$ cat config.mk
export PLATFORM = sky130hd
export DESIGN_NAME = gate_bist_ctrl
export DESIGN_NICKNAME = d
export VERILOG_FILES = /design/src/rtl/gate_bist_ctrl.sv
export SDC_FILE = /design/constraint.sdc
export NUM_CORES = 1
export LEC_CHECK = 0
export CAP_MARGIN = 20
export CORE_AREA = 2 2 65 67
export CTS_BUF_LIST = sky130_fd_sc_hd__clkbuf_8
export DETAILED_ROUTE_END_ITERATION = 6
export DIE_AREA = 0 0 67 69
export PLACE_DENSITY = 0.86
export SLEW_MARGIN = 30
export SYNTH_ARGS = -nofsm -noshare
export SYNTH_HDL_FRONTEND = slang
export SYNTH_SLANG_ARGS = --single-unit
export TNS_END_PERCENT = 30
$ cat constraint.sdc
create_clock -name i_clk -period 3.2 [get_ports i_clk]
set_input_delay 0.64 -clock i_clk [delete_from_list [all_inputs] [get_ports i_clk]]
set_output_delay 0.64 -clock i_clk [all_outputs]
set_load 0.01 [all_outputs]
$ cat src/rtl/gate_bist_ctrl.sv
// -----------------------------------------------------------------------------
// gate_bist_ctrl
//   Built-in self-test sequencer for the basic_gates block. A run applies
//   the vectors {a,b} = 00, 01, 10, 11 in turn. Each vector is held for a
//   settle interval, then all seven gate outputs are sampled and compared
//   against the truth table. A run repeats the 4-vector sweep PASSES times.
//
// Parameters
//   SETTLE_CYCLES  cycles a,b are held before sampling (1..15)
//   PASSES         full 4-vector sweeps per run (1..255)
//
// Ports
//   i_clk          rising-edge clock
//   i_rst          synchronous active-high reset
//   i_start        run request, only looked at in IDLE
//   i_abort        cancel the run in progress (APPLY/WAIT/CHECK only)
//   o_a, o_b       registered stimulus to the gate block
//   i_g_*          the seven gate-block outputs
//   o_busy         run in progress (APPLY, WAIT, CHECK)
//   o_done         one-cycle pulse on normal completion
//   o_pass         last completed run had zero mismatches
//   o_fail_vec     bit i set if vector {a,b}=i mismatched in any sweep
//   o_fail_gates   sticky OR of mismatch masks
//                  [0]and [1]or [2]not_a [3]nand [4]nor [5]xor [6]xnor
//   o_err_count    number of mismatching vector checks, saturating at 255
// -----------------------------------------------------------------------------
module gate_bist_ctrl #(
  parameter int SETTLE_CYCLES = 2,
  parameter int PASSES        = 1
) (
  input  logic       i_clk,
  input  logic       i_rst,
  input  logic       i_start,
  input  logic       i_abort,
  output logic       o_a,
  output logic       o_b,
  input  logic       i_g_and,
  input  logic       i_g_or,
  input  logic       i_g_not_a,
  input  logic       i_g_nand,
  input  logic       i_g_nor,
  input  logic       i_g_xor,
  input  logic       i_g_xnor,
  output logic       o_busy,
  output logic       o_done,
  output logic       o_pass,
  output logic [3:0] o_fail_vec,
  output logic [6:0] o_fail_gates,
  output logic [7:0] o_err_count
);

  typedef enum logic [2:0] {
    ST_IDLE,
    ST_APPLY,
    ST_WAIT,
    ST_CHECK,
    ST_DONE
  } state_t;

  // The settle counter counts SETTLE_CYCLES-1 .. 0, so WAIT lasts exactly
  // SETTLE_CYCLES cycles.
  localparam logic [3:0] SETTLE_LOAD = 4'(SETTLE_CYCLES - 1);
  localparam logic [7:0] LAST_PASS   = 8'(PASSES - 1);

  state_t     r_state;
  state_t     w_state_next;

  logic [1:0] r_idx;
  logic [7:0] r_pass_cnt;
  logic [3:0] r_settle;
  logic       r_a;
  logic       r_b;
  logic       r_pass;
  logic [3:0] r_fail_vec;
  logic [6:0] r_fail_gates;
  logic [7:0] r_err_count;

  logic [6:0] w_sampled;
  logic [6:0] w_expected;
  logic [6:0] w_mask;
  logic       w_mismatch;
  logic [3:0] w_vec_hit;
  logic [7:0] w_err_next;
  logic [1:0] w_idx_next;
  logic       w_last_vec;
  logic       w_last_pass;
  logic       w_abort_run;

  // ---------------------------------------------------------------------------
  // Compare datapath: expected values come from the held a,b registers, so
  // the comparison is against exactly what the gate block has been seeing.
  // ---------------------------------------------------------------------------
  assign w_sampled  = {i_g_xnor, i_g_xor, i_g_nor, i_g_nand,
                       i_g_not_a, i_g_or, i_g_and};
  assign w_expected = {~(r_a ^ r_b), r_a ^ r_b, ~(r_a | r_b), ~(r_a & r_b),
                       ~r_a, r_a | r_b, r_a & r_b};
  assign w_mask     = w_expected ^ w_sampled;
  assign w_mismatch = |w_mask;

  generate
    for (genvar gi = 0; gi < 4; gi++) begin : g_vec_hit
      assign w_vec_hit[gi] = w_mismatch && (r_idx == 2'(gi));
    end
  endgenerate

  assign w_err_next  = (w_mismatch && (r_err_count != 8'hFF)) ?
                       r_err_count + 8'd1 : r_err_count;
  assign w_last_vec  = (r_idx == 2'd3);
  assign w_last_pass = (r_pass_cnt == LAST_PASS);
  // Index of the vector about to be applied; only meaningful on APPLY entry.
  assign w_idx_next  = (r_state == ST_CHECK) ? r_idx + 2'd1 : 2'd0;
  assign w_abort_run = i_abort && ((r_state == ST_APPLY) ||
                                   (r_state == ST_WAIT)  ||
                                   (r_state == ST_CHECK));

  // ---------------------------------------------------------------------------
  // FSM state register
  // ---------------------------------------------------------------------------
  always_ff @(posedge i_clk) begin
    if (i_rst) begin
      r_state <= ST_IDLE;
    end else begin
      r_state <= w_state_next;
    end
  end

  // ---------------------------------------------------------------------------
  // FSM next state and state-decoded outputs
  // ---------------------------------------------------------------------------
  always_comb begin
    w_state_next = r_state;
    o_busy       = 1'b0;
    o_done       = 1'b0;
    case (r_state)
      ST_IDLE: begin
        if (i_start) w_state_next = ST_APPLY;
      end
      ST_APPLY: begin
        o_busy = 1'b1;
        if (i_abort) w_state_next = ST_IDLE;
        else         w_state_next = ST_WAIT;
      end
      ST_WAIT: begin
        o_busy = 1'b1;
        if (i_abort)              w_state_next = ST_IDLE;
        else if (r_settle == 4'd0) w_state_next = ST_CHECK;
      end
      ST_CHECK: begin
        o_busy = 1'b1;
        if (i_abort)                       w_state_next = ST_IDLE;
        else if (w_last_vec && w_last_pass) w_state_next = ST_DONE;
        else                               w_state_next = ST_APPLY;
      end
      ST_DONE: begin
        o_done       = 1'b1;
        w_state_next = ST_IDLE;
      end
      default: begin
        w_state_next = ST_IDLE;
      end
    endcase
  end

  // ---------------------------------------------------------------------------
  // Sequencing counters, stimulus and result registers
  // ---------------------------------------------------------------------------
  always_ff @(posedge i_clk) begin
    if (i_rst) begin
      r_idx        <= 2'd0;
      r_pass_cnt   <= 8'd0;
      r_settle     <= 4'd0;
      r_a          <= 1'b0;
      r_b          <= 1'b0;
      r_pass       <= 1'b0;
      r_fail_vec   <= 4'd0;
      r_fail_gates <= 7'd0;
      r_err_count  <= 8'd0;
    end else begin
      if ((r_state == ST_IDLE) && i_start) begin
        r_idx        <= 2'd0;
        r_pass_cnt   <= 8'd0;
        r_pass       <= 1'b0;
        r_fail_vec   <= 4'd0;
        r_fail_gates <= 7'd0;
        r_err_count  <= 8'd0;
      end

      if (r_state == ST_APPLY) begin
        r_settle <= SETTLE_LOAD;
      end

      if ((r_state == ST_WAIT) && (r_settle != 4'd0)) begin
        r_settle <= r_settle - 4'd1;
      end

      // The compare is committed even when abort arrives in the same cycle.
      if (r_state == ST_CHECK) begin
        r_fail_vec   <= r_fail_vec | w_vec_hit;
        r_fail_gates <= r_fail_gates | w_mask;
        r_err_count  <= w_err_next;
        r_idx        <= r_idx + 2'd1;
        if (w_last_vec) r_pass_cnt <= r_pass_cnt + 8'd1;
      end

      // Verdict uses the count including the final check of the run.
      if ((r_state == ST_CHECK) && (w_state_next == ST_DONE)) begin
        r_pass <= (w_err_next == 8'd0);
      end else if (w_abort_run) begin
        r_pass <= 1'b0;
      end

      // a,b move only when a vector is applied or the sequencer goes idle.
      if (w_state_next == ST_APPLY) begin
        {r_a, r_b} <= w_idx_next;
      end else if ((w_state_next == ST_IDLE) && (r_state != ST_IDLE)) begin
        {r_a, r_b} <= 2'b00;
      end
    end
  end

  assign o_a          = r_a;
  assign o_b          = r_b;
  assign o_pass       = r_pass;
  assign o_fail_vec   = r_fail_vec;
  assign o_fail_gates = r_fail_gates;
  assign o_err_count  = r_err_count;

endmodule

==> impl_metrics.toml, run 1 <==
[cells_and_area]
final-seq-area_sq_um = 781
area_delta_synth_final_pct = 23.0
multi_input_area_sq_um = 1240
fin_util_pct = 65.9
fillers = 352
antenna_cells = 0
design_area_sq_um = 2580
final_layout_size_suffix_gt1_share_pct = 8.97
nets = 310

[clocking]
h-tree-depth = 2
cts_tree = "done"
clk_path_buf_depth = 2
path_clk_slew_ns = 0.08
cts_hold_buf = 0
post_cts_buffers = 0
clk_latency_ns = 0.29
cts_root_buf = "clkbuf_8"
cts_sinks = 39
cts_resized = 0
cts-buffers-inserted = 5

[placed_design]
placed_area_sq_um = 2480
gp_congestion = 0.957
hpwl_um = 3460
port_buffers = 34

[status]
run_status = "finished clean"

[floorplan]
die_w_um = 67
dieArea_sq_um = 4620
fp.dieH_um = 69
rows = 23
pin_count = 35
start_util_pct = 53.6
coreArea_sq_um = 3910

[yosys]
synth-async-reset-ratio_pct = 0
syn_area_sq_um = 2100
synth_seq_area_share_pct = 37.2
synth-warning-count = 0
syn_area_per_cell_sq_um = 8.20
synth_nets = 277
ys_types = 52
ys_seq_elements = 39
syn_inst = 256
ys.flop_type = "dfxtp_1"
synth_edf_count = 0

[sta]
finClkSkew_ns = 0.00960
rsz0062_at_grt = "false"
min_period_over_period_pct = 83.0
hold_viol = 0
period_needed_ns = 2.66
clock.fmax_mhz = 376
tns_ns = 0
maxSlewHeadroom_pct = 57.0
tightest_slew_ns = 0.639
setup_viol = 0
final-max-slew-violation-count = 0

[grt]
antenna_found_initial = 0
overflow = 0
first_global_vias = 1709
grt_use_total_pct = 21.6
grt_max_degree = 20
grt_first_pass_wirelength_um = 7790

[critical_path]
slowest_stage = "dfxtp_1"
critPathTopFamily = "simple AND/OR/NAND/NOR gates"
r2r_cells = 8
critical_path_class = "reg2reg"
path_depth = 8
worst_r2r_startpoint = "o_a$_SDFFE_PP0P_"
crit_path_end = "o_pass$_SDFFE_PP0P_"
r2r-end = "o_pass$_SDFFE_PP0P_"
arrival_ns = 2.88
startpoint = "o_a$_SDFFE_PP0P_"
critPathMaxFanout = 8
critPathBufInv = 1
critPathLaunchType = "register"
required_ns = 3.42
end_kind = "register"
crit_path_max_incr_delay_ns = 0.43
path_cells = "inv_1 > ha_1 > or3b_1 > a22oi_2 > nand2_2 > or4_1 > a221o_1 > o31ai_2"
r2r_slack_ns = 0.54

[pwr]
leakage_nw = 0.923
pwr_density_cell_nw_per_um2 = 361
peakVddDrop_v = 0.000252

[min_path]
hp-class = "reg2reg"
hold_path.startpoint = "o_fail_gates[3]$_SDFFE_PP0P_"

[route]
ant_nets = 0
via_per_inst = 5.73
drt_iter0_drc = 170
routed_wl_um = 4770
wl_per_cell_um = 14.0
firstDrtPassIters = 4
drc_errors = 0
vias = 1949

[job]
maxCapViolCount = 0
[synthesized netlist by cell type (all sizes together), types with 2 or more instances]
| master | number | area share (%) |
|---|---|---|
| or3 | 2 | 0.60 |
| nand2b | 7 | 2.1 |
| ha | 10 | 6.0 |
| and2 | 4 | 1.3 |
| nand3b | 5 | 1.8 |
| mux2 | 2 | 1.1 |
| nor2 | 41 | 7.3 |
| nor3 | 7 | 1.7 |
| o21ai | 10 | 2.4 |
| a22o | 4 | 1.7 |
| inv | 9 | 1.6 |
| clkbuf | 8 | 1.4 |
| dfxtp | 39 | 37 |
| a21oi | 21 | 5.2 |
| xor2 | 5 | 2.1 |
| or3b | 3 | 1.3 |
| and4 | 2 | 0.89 |
| a22oi | 2 | 0.95 |
| or4b | 2 | 0.95 |
| buf | 3 | 0.66 |
| nand4 | 5 | 1.5 |
| and3 | 3 | 0.89 |
| nand2 | 18 | 3.3 |
| a311oi | 5 | 2.1 |
| a211oi | 2 | 0.72 |
| nand3 | 9 | 2.1 |
| xnor2 | 7 | 2.9 |
| or2 | 3 | 0.89 |
[kinds of logic after synthesis]
| group | count (synthesis) | share of synthesized area, % |
|---|---|---|
| compound gates | 56 | 18.2 |
| buf+inv | 20 | 3.70 |
| flops | 39 | 37.2 |
| simple gates | 116 | 28.4 |
| fa+ha+maj | 10 | 5.96 |
| xor+xnor | 12 | 5.01 |
| mux | 3 | 1.55 |
[through the flow]
stage / setup slack (ns) / hold slack (ns) / std cells / total power [W]
after floorplan: 0.698 / 0.461 / 256 / 0.000549
after global placement: 0.332 / 0.447 / 332 / 0.000578
after detailed placement: 0.284 / 0.461 / 332 / 0.000580
after CTS: 0.543 / 0.478 / 340 / 0.000940
after global routing: 0.425 / 0.507 / 340 / 0.000970
final: 0.543 / 0.473 / 340 / 0.000932
[worst register-to-register path, cell delays in order (launching register included)]
cell     delay, ns
dfxtp_1       0.43
inv_1         0.07
ha_1          0.37
or3b_1        0.39
a22oi_2       0.25
nand2_2       0.14
or4_1         0.42
a221o_1       0.34
o31ai_2       0.17
[placed cells by master (no fill, tap or decap), drive strengths merged, types with 3 or more instances in the layout]
master	n
ha	10
nand2b	7
nand4	5
o21ai	10
or2	3
a22o	4
buf	3
nor2	41
nor3	7
and2	4
a21oi	21
inv	10
dfxtp	39
clkbuf	7
or3b	3
and3	3
xor2	5
nand2	18
nand3b	5
clkdlybuf4s50	34
nand3	9
xnor2	7
a311oi	5
[state kept, by name, indices dropped and copies added (netlist names)]
| signal | flops |
|---|---|
| r_pass_cnt | 8 |
| o_a | 1 |
| o_fail_vec | 4 |
| r_idx | 2 |
| r_settle | 4 |
| o_fail_gates | 7 |
| o_b | 1 |
| o_pass | 1 |
| r_state | 3 |
| o_err_count | 8 |
[metal layers]
layer	up-vias	track usage [%]	wire length (um)
li1	973	-	-
met5	-	0	0
met3	8	5.06	206
met2	47	35.0	2360
met1	921	27.2	2100
met4	0	8.39	96
[worst min-delay path by stage]
| stage | slack, ns | endpoint | depth (start not counted) |
|---|---|---|---|
| 2_1_floorplan | 0.46 | r_settle[0]$_SDFFE_PP0P_ | 1 |
| 3_3_place_gp | 0.45 | o_fail_gates[0]$_SDFFE_PP0P_ | 2 |
| 3_5_place_dp | 0.46 | o_fail_gates[0]$_SDFFE_PP0P_ | 2 |
| 4_1_cts | 0.48 | o_fail_gates[0]$_SDFFE_PP0P_ | 2 |
| 5_1_grt | 0.51 | o_fail_gates[1]$_SDFFE_PP0P_ | 2 |
| 6_report | 0.47 | o_fail_gates[3]$_SDFFE_PP0P_ | 2 |
[cell type report]
class,count,share of cell area (%)
inverters,9,1.31
well taps,50,2.42
multi-input cells,197,48.1
clock inverters,1,0.145
repair buffers,37,14.1
flip-flops and latches,39,30.3
clock buffers,7,3.73
[where the power goes]
| part | switching, W | internal [W] | leakage, nW | total [W] |
|---|---|---|---|---|
| sequential | 0.00000558 | 0.000489 | 0.315 | 0.000494 |
| clock | 0.000168 | 0.000193 | 0.0557 | 0.000362 |
| combinational | 0.0000416 | 0.0000344 | 0.553 | 0.0000759 |
No activity file was read; power rests on OpenSTA's default activity.
==> run 2, diff against run 1 <==
==> constraint.sdc (replaced) <==
create_clock -name i_clk -period 2.53 [get_ports i_clk]
set_input_delay 0.506 -clock i_clk [delete_from_list [all_inputs] [get_ports i_clk]]
set_output_delay 0.506 -clock i_clk [all_outputs]
set_load 0.01 [all_outputs]
==> run 2 against run 1 <==
Against the previous run:
- sequential power up 27%
- power up 21%
- hold slack about the same
- clock power up 9.4%
- largest cell class unchanged
- largest power group unchanged
- highest routed layer unchanged
==> impl_metrics.toml, run 2 (same netlist as run 1, synthesis figures left out) <==
[status]
run_status = "finished clean"

[critical_path]
r2r_slack_ns = 0.11
critPathLaunchType = "primary input"
path_cells = "clkdlybuf4s50_1 > or3b_1 > a22oi_2 > nand2_2 > or4_1 > a221o_1 > o31ai_2"
slowest_stage = "clkdlybuf4s50_1"
worst_r2r_startpoint = "o_a$_SDFFE_PP0P_"
arrival_ns = 2.65
end_kind = "register"
r2r_cells = 8
r2r-end = "o_pass$_SDFFE_PP0P_"
crit_path_max_incr_delay_ns = 0.51
critical_path_class = "in2reg"
critPathBufInv = 1
required_ns = 2.73
critPathTopFamily = "simple AND/OR/NAND/NOR gates"
critPathMaxFanout = 4

[grt]
overflow = 0
grt_first_pass_wirelength_um = 8100
grt_max_degree = 15
grt_use_total_pct = 22.0
first_global_vias = 1801
antenna_found_initial = 0

[sta]
rsz0062_at_grt = "false"
period_needed_ns = 2.45
setup_viol = 0
tightest_slew_ns = 0.487
maxSlewHeadroom_pct = 67.2
final-max-slew-violation-count = 0
min_period_over_period_pct = 96.8
hold_viol = 0
fin_hold_ws_ns = 0.473
finClkSkew_ns = 0.00537
clock.fmax_mhz = 408

[floorplan]
fp.dieH_um = 69
rows = 23
dieArea_sq_um = 4620
die_w_um = 67
pin_count = 35
coreArea_sq_um = 3910
start_util_pct = 53.6

[cells_and_area]
final_cell_mix = "41 x nor2_1, 39 x dfxtp_1, 34 x clkdlybuf4s50_1, 20 x a21oi_1, 19 x buf_4"
fin_cells = 356
final_common_cell = "nor2_1"
fillers = 335
antenna_cells = 0
area_delta_synth_final_pct = 27.9
nets = 326
final_layout_size_suffix_gt1_share_pct = 13.7

[placed_design]
hpwl_um = 3620
dp_cells = 348
gp_congestion = 0.908
port_buffers = 34

[job]
maxCapViolCount = 0

[min_path]
hold_path.startpoint = "o_fail_gates[2]$_SDFFE_PP0P_"
hold_depth = 2
hp-class = "reg2reg"
min_to = "o_fail_gates[2]$_SDFFE_PP0P_"

[clocking]
h-tree-depth = 2
clk_latency_ns = 0.29
clk_path_buf_depth = 2
cts_sinks = 39
cts-buffers-inserted = 5
path_clk_slew_ns = 0.07
cts_root_buf = "clkbuf_8"
cts_tree = "done"

[pwr]
pwr-share-seq_pct = 55.4
clkPwrFrac_pct = 35.1
pwr_density_cell_nw_per_um2 = 420
p_int_w = 0.000856
switching_share_pct = 24.1
leakage_nw = 0.997
comb_power_share_pct = 9.5
peakVddDrop_v = 0.000324
p_sw_w = 0.000272

[route]
wl_per_cell_um = 13.6
drc_errors = 0
via_per_inst = 5.57
firstDrtPassIters = 4
ant_nets = 0
vias = 1982
drt_iter0_drc = 206
routed_wl_um = 4850
run 2: cell type report:
class                      count  area [sq um]  share of cell area, %
clock buffer                   5          68.8                   2.56
clock inverter                 3          12.5                  0.466
inverter                       9          33.8                   1.26
multi-input combinational    197          1240                   46.3
sequential                    39           781                   29.1
tap                           50          62.6                   2.33
timing repair buffer          53           483                   18.0
run 2: worst register-to-register path, delay by kind of cell, from the launching register on:
kind	cells	cell delay [ns]
AO/OA/AOI/OAI	3	0.76
adder cells (fa/ha/maj)	1	0.32
buffers and inverters	1	0.05
flip-flops	1	0.33
AND/OR/NAND/NOR	3	0.89
run 2: worst max path at each step:
stage	cells after the start	to	from
final	7	o_pass$_SDFFE_PP0P_	i_g_xnor
after global routing	8	o_pass$_SDFFE_PP0P_	o_a$_SDFFE_PP0P_
after CTS	8	o_pass$_SDFFE_PP0P_	o_a$_SDFFE_PP0P_
after detailed placement	7	o_pass$_SDFFE_PP0P_	i_g_xnor
after global placement	7	o_pass$_SDFFE_PP0P_	i_g_xnor
after floorplan	8	o_pass$_SDFFE_PP0P_	o_a$_SDFFE_PP0P_
run 2: power by group through the flow:
stage          Combinational, W  Clock (W)  Sequential, W
3_3_place_gp           0.000104          0       0.000639
4_1_cts                0.000107   0.000405       0.000625
2_1_floorplan         0.0000588          0       0.000635
3_5_place_dp           0.000106          0       0.000639
5_1_grt                0.000117   0.000432       0.000626
6_report               0.000107   0.000396       0.000625
run 2: routing by layer:
metal,part of all wire [%],up-vias,track usage (%)
met5,0,-,0
met1,46,939,28.3
li1,-,1004,-
met2,50,35,36.7
met3,3.4,4,3.92
met4,1.0,0,7.03
run 2: stage by stage:
stage | total power (W) | setup TNS [ns] | utilization (%) | setup WS, ns | instance area [sq um]
after global routing | 0.00117 | 0 | 68.6 | 0.0168 | 2680
after CTS | 0.00114 | 0 | 68.5 | 0.0484 | 2680
after detailed placement | 0.000745 | -0.259 | 66.4 | -0.212 | 2600
after global placement | 0.000742 | -0.143 | 66.4 | -0.142 | 2600
final | 0.00113 | 0 | 68.6 | 0.0813 | 2680
after floorplan | 0.000694 | 0 | - | 0.0279 | 2100
run 2: timing repair:
| item | CTS | global route |
|---|---|---|
| setup buffers | 0 | 0 |
| resized for setup | 0 | 1 |
| hold buffers | 0 | 0 |
| setup endpoints to repair | 0 | 1 |
==> run 3, diff against run 2 <==
--- a/config.mk
+++ b/config.mk
@@ -11,7 +11,7 @@
 export DETAILED_ROUTE_END_ITERATION = 6
 export DIE_AREA = 0 0 67 69
 export PLACE_DENSITY = 0.86
-export SLEW_MARGIN = 30
+export SLEW_MARGIN = 20
 export SYNTH_ARGS = -nofsm -noshare
 export SYNTH_HDL_FRONTEND = slang
 export SYNTH_SLANG_ARGS = --single-unit
==> results of run 3 <==
Final layout, timing and power as in run 2 (identical DEF).
